$ cat src/rtl/axi_pkg.sv
// Shared AXI constants for the SRAM slave: response codes, burst/size codes,
// the slave FSM state encoding and a burst-length clamp helper.
// No ports (package).
package axi_pkg;

    localparam logic [1:0] RESP_OKAY   = 2'b00;
    localparam logic [1:0] RESP_SLVERR = 2'b10;

    localparam logic [1:0] BURST_INCR  = 2'b01;
    localparam logic [2:0] SIZE_4B     = 3'b010;

    localparam int         MAX_BEATS   = 4;

    // Slave FSM state encoding
    localparam logic [2:0] ST_IDLE     = 3'd0;
    localparam logic [2:0] ST_RD_ISSUE = 3'd1;
    localparam logic [2:0] ST_RD_CAP   = 3'd2;
    localparam logic [2:0] ST_RD_DATA  = 3'd3;
    localparam logic [2:0] ST_WR_DATA  = 3'd4;
    localparam logic [2:0] ST_WR_RESP  = 3'd5;

    // Bursts longer than MAX_BEATS are truncated to MAX_BEATS beats (and
    // flagged as errors by the caller).
    function automatic logic [1:0] clamp_len(input logic [7:0] len);
        return (len > 8'(MAX_BEATS - 1)) ? 2'(MAX_BEATS - 1) : len[1:0];
    endfunction

endpackage

$ cat src/rtl/axi_sram_slave.sv
// AXI3 slave in front of a single-port synchronous SRAM. Serves one
// transaction at a time: single beats or INCR bursts of up to 4 32-bit beats.
// Longer bursts are truncated to 4 beats and answered with SLVERR.
//
// Ports:
//   clk, resetn            clock, synchronous active-low reset
//   ar*/arvalid/arready    read address channel (size/burst/lock/cache/prot ignored)
//   r*/rvalid/rready       read data channel
//   aw*/awvalid/awready    write address channel (size/burst/lock/cache/prot ignored)
//   w*/wvalid/wready       write data channel (wid ignored)
//   b*/bvalid/bready       write response channel
//   ram_en/we/addr/wdata   SRAM request; ram_rdata is valid the cycle after a read
//   dbg_state              current FSM state, for observation only
//
// Handshakes: a transfer happens on a rising clk edge where valid and ready
// are both high. Outputs driven with valid are held stable until that edge;
// ready outputs here are combinational from state and the incoming valids.
import axi_pkg::*;

module axi_sram_slave #(
    parameter int ADDR_W = 16
) (
    input  logic              clk,
    input  logic              resetn,
    input  logic [3:0]        arid,
    input  logic [31:0]       araddr,
    input  logic [7:0]        arlen,
    input  logic [2:0]        arsize,
    input  logic [1:0]        arburst,
    input  logic [1:0]        arlock,
    input  logic [3:0]        arcache,
    input  logic [2:0]        arprot,
    input  logic              arvalid,
    output logic              arready,
    output logic [3:0]        rid,
    output logic [31:0]       rdata,
    output logic [1:0]        rresp,
    output logic              rlast,
    output logic              rvalid,
    input  logic              rready,
    input  logic [3:0]        awid,
    input  logic [31:0]       awaddr,
    input  logic [7:0]        awlen,
    input  logic [2:0]        awsize,
    input  logic [1:0]        awburst,
    input  logic [1:0]        awlock,
    input  logic [3:0]        awcache,
    input  logic [2:0]        awprot,
    input  logic              awvalid,
    output logic              awready,
    input  logic [3:0]        wid,
    input  logic [31:0]       wdata,
    input  logic [3:0]        wstrb,
    input  logic              wlast,
    input  logic              wvalid,
    output logic              wready,
    output logic [3:0]        bid,
    output logic [1:0]        bresp,
    output logic              bvalid,
    input  logic              bready,
    output logic              ram_en,
    output logic [3:0]        ram_we,
    output logic [ADDR_W-1:0] ram_addr,
    output logic [31:0]       ram_wdata,
    input  logic [31:0]       ram_rdata,
    output logic [2:0]        dbg_state
);

    logic [2:0]        state;
    logic              prio;      // 1: write was granted last, 0: read was
    logic [3:0]        id_q;
    logic [ADDR_W-1:0] base_q;
    logic [1:0]        len_q;
    logic [1:0]        beat;
    logic              err;
    logic [31:0]       rdata_q;

    logic grant_w, grant_r, in_idle, beat_last, w_fire;

    // Ignored request attributes and unused address bits.
    logic unused_inputs;
    assign unused_inputs = ^{arsize, arburst, arlock, arcache, arprot, araddr[31:ADDR_W+2], araddr[1:0],
                             awsize, awburst, awlock, awcache, awprot, awaddr[31:ADDR_W+2], awaddr[1:0], wid};

    // Two-way round robin: with both requests pending, serve the class that
    // did not win last time.
    assign grant_w = awvalid & (~arvalid | ~prio);
    assign grant_r = arvalid & ~grant_w;

    // Every handshake/strobe output is gated by resetn so nothing leaks out
    // while reset is held, even before the synchronous reset has taken effect.
    assign in_idle   = resetn & (state == ST_IDLE);
    assign awready   = in_idle & grant_w;
    assign arready   = in_idle & grant_r;
    assign rvalid    = resetn & (state == ST_RD_DATA);
    assign wready    = resetn & (state == ST_WR_DATA);
    assign bvalid    = resetn & (state == ST_WR_RESP);

    assign beat_last = (beat == len_q);
    assign w_fire    = wready & wvalid;

    assign rid       = id_q;
    assign rdata     = rdata_q;
    assign rlast     = beat_last;
    assign rresp     = err ? RESP_SLVERR : RESP_OKAY;
    assign bid       = id_q;
    assign bresp     = err ? RESP_SLVERR : RESP_OKAY;
    assign dbg_state = state;

    // Address wraps silently within the SRAM.
    assign ram_addr  = base_q + ADDR_W'(beat);
    assign ram_wdata = wdata;

    // Write beats go to the SRAM in the same cycle as the W handshake.
    always_comb begin
        ram_en = 1'b0;
        ram_we = 4'b0000;
        if (resetn && state == ST_RD_ISSUE) begin
            ram_en = 1'b1;
        end
        if (w_fire) begin
            ram_en = 1'b1;
            ram_we = wstrb;
        end
    end

    always_ff @(posedge clk) begin
        if (!resetn) begin
            state   <= ST_IDLE;
            prio    <= 1'b0;
            id_q    <= 4'd0;
            base_q  <= '0;
            len_q   <= 2'd0;
            beat    <= 2'd0;
            err     <= 1'b0;
            rdata_q <= 32'd0;
        end else begin
            case (state)
                ST_IDLE: begin
                    if (awvalid && awready) begin
                        id_q   <= awid;
                        base_q <= awaddr[ADDR_W+1:2];
                        len_q  <= clamp_len(awlen);
                        err    <= (awlen > 8'd3);
                        beat   <= 2'd0;
                        prio   <= 1'b1;
                        state  <= ST_WR_DATA;
                    end else if (arvalid && arready) begin
                        id_q   <= arid;
                        base_q <= araddr[ADDR_W+1:2];
                        len_q  <= clamp_len(arlen);
                        err    <= (arlen > 8'd3);
                        beat   <= 2'd0;
                        prio   <= 1'b0;
                        state  <= ST_RD_ISSUE;
                    end
                end
                ST_RD_ISSUE: state <= ST_RD_CAP;
                ST_RD_CAP: begin
                    rdata_q <= ram_rdata;
                    state   <= ST_RD_DATA;
                end
                ST_RD_DATA: begin
                    if (rready) begin
                        if (beat_last) begin
                            state <= ST_IDLE;
                        end else begin
                            beat  <= beat + 2'd1;
                            state <= ST_RD_ISSUE;
                        end
                    end
                end
                ST_WR_DATA: begin
                    if (wvalid) begin
                        // wlast arriving early or late is an error; either
                        // one ends the burst.
                        if (wlast != beat_last) begin
                            err <= 1'b1;
                        end
                        if (wlast || beat_last) begin
                            state <= ST_WR_RESP;
                        end else begin
                            beat <= beat + 2'd1;
                        end
                    end
                end
                ST_WR_RESP: begin
                    if (bready) begin
                        state <= ST_IDLE;
                    end
                end
                default: state <= ST_IDLE;
            endcase
        end
    end

endmodule

$ cat config.mk
export PLATFORM = sky130hd
export DESIGN_NAME = axi_sram_slave
export DESIGN_NICKNAME = d
export VERILOG_FILES = /design/src/rtl/axi_pkg.sv /design/src/rtl/axi_sram_slave.sv
export SDC_FILE = /design/constraint.sdc
export NUM_CORES = 1
export LEC_CHECK = 0
export CELL_PAD_IN_SITES_DETAIL_PLACEMENT = 1
export CELL_PAD_IN_SITES_GLOBAL_PLACEMENT = 1
export CORE_UTILIZATION = 18
export DETAILED_ROUTE_END_ITERATION = 8
export PLACE_DENSITY = 0.83
export SETUP_SLACK_MARGIN = 0.1
export SLEW_MARGIN = 0
export SYNTH_ARGS = -nofsm -noshare
export SYNTH_HDL_FRONTEND = slang
export SYNTH_SLANG_ARGS = --single-unit
$ cat constraint.sdc
create_clock -name clk -period 1.7 [get_ports clk]
set_input_delay 0.17 -clock clk [delete_from_list [all_inputs] [get_ports clk]]
set_output_delay 0.17 -clock clk [all_outputs]
set_load 0.03 [all_outputs]
# Yosys cells after proc, flatten, opt, wreduce, memory -nomap -nowiden
# Cells that the tools add are included.
dict set report op_classes {
  n_addsub 2
  bitwise 13
  n_eq_ne 15
  reduce_logical 12
  muxes 34
  order_cmp 2
}
# operator n
set op_table {}
lappend op_table {{16-bit 2-to-1 mux} 2}
lappend op_table {{2-bit 2-to-1 mux} 11}
lappend op_table {{3-bit 2-to-1 mux} 6}
lappend op_table {{3-bit case mux with 6 select lines} 1}
lappend op_table {{16-bit by 2-bit adder with 16-bit output} 1}
lappend op_table {{8-bit by 2-bit > comparator with 1-bit output (second input constant)} 2}
lappend op_table {{4-bit 2-to-1 mux} 3}
lappend op_table {{2-bit inequality test (second input constant)} 5}
lappend op_table {{1-bit AND} 9}
lappend op_table {{1-bit 2-to-1 mux} 9}
lappend op_table {{3-bit by 2-bit equality test with 1-bit output (second input constant)} 2}
lappend op_table {{3-bit equality test (second input constant)} 2}
lappend op_table {{2-bit case mux with 3 select lines} 1}
lappend op_table {{6-bit AND reduction} 1}
lappend op_table {{5-bit AND reduction} 1}
lappend op_table {{2-bit by 1-bit inequality test with 1-bit output (second input constant)} 2}
lappend op_table {{4-bit AND reduction} 1}
lappend op_table {{2-bit nonzero test} 2}
lappend op_table {{3-bit by 1-bit equality test with 1-bit output (second input constant)} 1}
lappend op_table {{1-bit logical AND} 3}
lappend op_table {{3-bit zero test} 1}
lappend op_table {{3-bit by 1-bit inequality test with 1-bit output (second input constant)} 1}
lappend op_table {{1-bit NOT} 3}
lappend op_table {{3-bit nonzero test} 1}
lappend op_table {{7 further kinds} 7}
dict set report totals {
  regBits 61
  input_bits 196
  word_cells 86
}

# Logic depth before layout (Yosys ltp)
dict set report depth {
  word_depth 10
  mapped_depth 9
}

# Least setup slack after synthesis
# Ideal clock, no wire load.
dict set report synth_path {
  path_kind {register to output}
  start {register state[0] (netlist: dbg_state[0])}
  end {output ram_en}
  t_required_ns 1.530
  n_path_buf 1
  path_slack_ns -0.345
  path_stages_with_launch 4
  t_arrival_ns 1.875
  cell_sequence {dfxtp_1 clkbuf_1 mux2_2 nor3_1}
}
dict set report synth_between {
  elab_chain_cells 4
  elab_cells_between_ends 7
  cone_classes {eq/ne: 2; mux: 2; bitwise: 2; reduce/logical: 1}
}
# item line_no
set synth_lines {}
lappend synth_lines {{start, declared} axi_sram_slave.sv:69} ;# logic [2:0] state;
lappend synth_lines {{start signal, assigned} axi_sram_slave.sv:129} ;# state <= ST_IDLE;
lappend synth_lines {{start signal, assigned} axi_sram_slave.sv:147} ;# state <= ST_WR_DATA;
lappend synth_lines {{start signal, assigned} axi_sram_slave.sv:155} ;# state <= ST_RD_ISSUE;
lappend synth_lines {{3-bit equality test / 3-bit by 1-bit equality test with 1-bit output (equally long branches)} {axi_sram_slave.sv:96, axi_sram_slave.sv:118}}
lappend synth_lines {{1-bit AND / 1-bit logical AND (equally long branches)} {axi_sram_slave.sv:96, axi_sram_slave.sv:118}}
lappend synth_lines {{1-bit AND / 1-bit 2-to-1 mux (equally long branches)} {axi_sram_slave.sv:100, axi_sram_slave.sv:118}}
lappend synth_lines {{1-bit 2-to-1 mux (*)} axi_sram_slave.sv:121} ;# if (w_fire) begin
lappend synth_lines {{end, declared} axi_sram_slave.sv:61} ;# output logic ram_en,
# Every way passes the cells marked *; elsewhere a longest branch is shown, timed or not.

# Final worst setup path
dict set report layout_path {
  start {register beat[1]}
  end {output ram_addr[11]}
}
dict set report layout_between {
  elab_chain_cells 1
}
# item line_no
set layout_lines {}
lappend layout_lines {{start, declared} axi_sram_slave.sv:74} ;# logic [1:0] beat;
lappend layout_lines {{start signal, assigned} axi_sram_slave.sv:168} ;# beat <= beat + 2'd1;
lappend layout_lines {{start signal, assigned} axi_sram_slave.sv:183} ;# beat <= beat + 2'd1;
lappend layout_lines {{16-bit by 2-bit adder with 16-bit output} axi_sram_slave.sv:111} ;# assign ram_addr = base_q + ADDR_W'(beat);
lappend layout_lines {{end, declared} axi_sram_slave.sv:63} ;# output logic [ADDR_W-1:0] ram_addr,
# No other way between the ends.

==> metrics <==
status complete, but fails checks; failing checks setup timing; # setup viols final 42; Worst path max stage delay 0.36 ns; Final Instance Area 6564 um2; # DRC 0; Post-synth EDFFs 0; Hold Path Class input pin to output pin; Tot GR Track Use 0.1458; Final Hold Vio Count 0; WL final 13510 um; post-synthesis async set-or-reset flop share 0; xor-xnor portion of the synthesized cell area 0.04281; main combinational cell family by area after synthesis simple AND/OR/NAND/NOR gates; Static Leak 2.672 nW; Die X 136.9 um; critical path type flip-flop to output pin; highest net fanout along the worst path 4; post-route ant nets 0; via count 3557; depth of the CTS H-tree 3; Worst Skew 0.005461 ns; Synth warnings 0; Starting Density 0.1866; Syn Area/Cell 8.022 um2; RSZ-0062 raised after global routing true; Hold Slack 0.3400 ns; clk_lat worst skew 0.33 ns; r2r startpoint dbg_state[2]; dpl cell area 5393 um2; clock buffer depth 2; Die H 136.9 um; max_cap viols 0; min cycle time layout 2.069 ns; Final Max Slew Viols 0; IO buf count 171; Top FF cell, synth dfxtp_1; clock slew at reported path FFs 0.05 ns; Final GP Congestion 0.7467; post-synthesis adder-cell area fraction 0.01758; grt total ovfl 0; setup TNS -8.438 ns; DR vias/cell 4.270; type of element capturing the critical path output pin; Synth cell types 44; placed cells 786; Num CTS Buffers 9; Area Growth Syn to Fin 100.5%; nets@finish 804; synthesized area 3273 um2; ANT cells 0; fin crit share 1.217; mux cell area share after synthesis 0.06460; TritonCTS clock tree built; initial DRC count 85; sequential share of the synthesized area 0.3731; CP Data Required Time 1.53 ns; vias in the first global route 3902; share of layout cells above drive strength 1 0.3405; Die Area 18730 um2; largest net degree at the start of global routing 33; commonest non-fill, non-tap cell in the layout clkdlybuf4s50_1; FF+latch count, synth 61; total power 5.799 mW; Startpoint Class flip-flop; core box area 17540 um2; commonest cells after routing, fill and taps aside clkdlybuf4s50_1 (132), nand2_1 (77), dfxtp_1 (54); DR WL/cell 16.21 um; # hold bufs at CTS 0; min-delay src wdata[0]; DPL Wire Length 8531 um; Slowest cell on crit path dfxtp_4; PwrDens 883.4 nW/um2; initial antenna violation count 0; Final WS setup -0.3689 ns; CTS Root Cell clkbuf_16; Pre-Repair DR Iteration Count 4; max frequency 483.4 MHz; Compound-Gate Fraction of Synth Area 0.1464; post-synthesis cell count 408; CP cell instances ha_4, a21o_1, nand2_2, nor2_4, nand4_1, xnor2_4, buf_6; crit path DAT 1.90 ns; number of placement rows 48; maximum VDD drop 560.6 uV; Synth Area in Simple Gates 0.2229; Layout Cells excl Fill 833; crit path from beat[1]; first-pass GRT wire length 20660 um; boundary pin count 302; Sinks on Clock Net 61
per-stage QoR:
stage,utilization,setup WS (ns)
detailed placement,0.3075,-0.3348
CTS,0.3689,-0.3648
floorplan,-,-0.1070
finish,0.3743,-0.3689
global route,0.3743,-0.4634
global placement,0.3075,-0.2305
kinds of logic (layout without fill, tap and decap cells):
| kind of cell | count (synthesis) | in the layout |
|---|---|---|
| and+or+nand+nor | 159 | 161 |
| AOI/OAI and AO/OA | 78 | 78 |
| xor gates and xnor gates | 16 | 16 |
| other | 1 | 2 |
| DFF | 61 | 61 |
| muxes | 21 | 21 |
| buffers and inverters | 68 | 265 |
| adders and majority gates | 4 | 4 |
power breakdown:
part           leakage, nW  internal, mW  switching, mW  total (mW)
Clock                0.139          1.10          0.620        1.72
Combinational         2.03          1.23           1.17        2.41
Sequential           0.501          1.56          0.111        1.68
cell type report:
cell class / count / area (um2)
Fill cell: 1954 / 10970
Sequential cell: 61 / 1237
Clock buffer: 14 / 274.0
Timing Repair Buffer: 246 / 2569
Multi-Input combinational cell: 282 / 2178
Tap cell: 225 / 281.5
Clock inverter: 1 / 5.005
Inverter: 4 / 18.77
synth_stat cells (3+ instances only):
cell type	number	area [um2]
a211oi_1	20	150.1
a21oi_1	36	180.2
a31oi_1	4	25.02
and3_1	6	37.54
buf_4	42	315.3
clkbuf_1	18	67.56
dfxtp_1	61	1221
ha_1	3	37.54
inv_1	4	15.01
mux2i_1	20	200.2
nand2_1	81	304.0
nand2b_1	5	31.28
nand3_1	10	50.05
nor2_1	36	135.1
nor3_1	3	15.01
o21a_1	4	30.03
o21ai_0	6	30.03
or4_1	3	22.52
xnor2_1	10	87.58
xor2_1	6	52.55
per-layer routing:
layer  GRT usage  up-vias  wire length [um]
met2      0.2707      113              7226
met5           0        -                 0
li1            -     1737                 -
met3     0.05259       12               970
met4     0.04518        0               159
met1      0.1517     1695              5148
critical path: cells and delay by family (launching register included):
kind            cells  cell delay [ns]
compound gates      1             0.16
xor+xnor            1             0.19
fa+ha+maj           1             0.25
buf+inv             1             0.15
flops               1             0.36
simple gates        3             0.46
repair_timing:
item,CTS,global route
pin swaps,30,15
setup buffers,26,1
endpoints found under the setup margin,55,63
gates cloned,6,2
resized for setup,119,26
final timing paths:
kind	endpoint	slack (ns)	depth (start not counted)
max	ram_addr[11]	-0.37	7
min	ram_wdata[0]	0.34	0
max reg2reg	bid[0]	-0.22	9
min reg2reg	rdata[0]	0.45	2
registers in the layout (all words and copies together) (netlist names):
register	cells
bid	4
len_q	2
rdata	32
dbg_state	3
base_q	16
beat	2
err	1
prio	1
(Power assumes the default switching activity.)
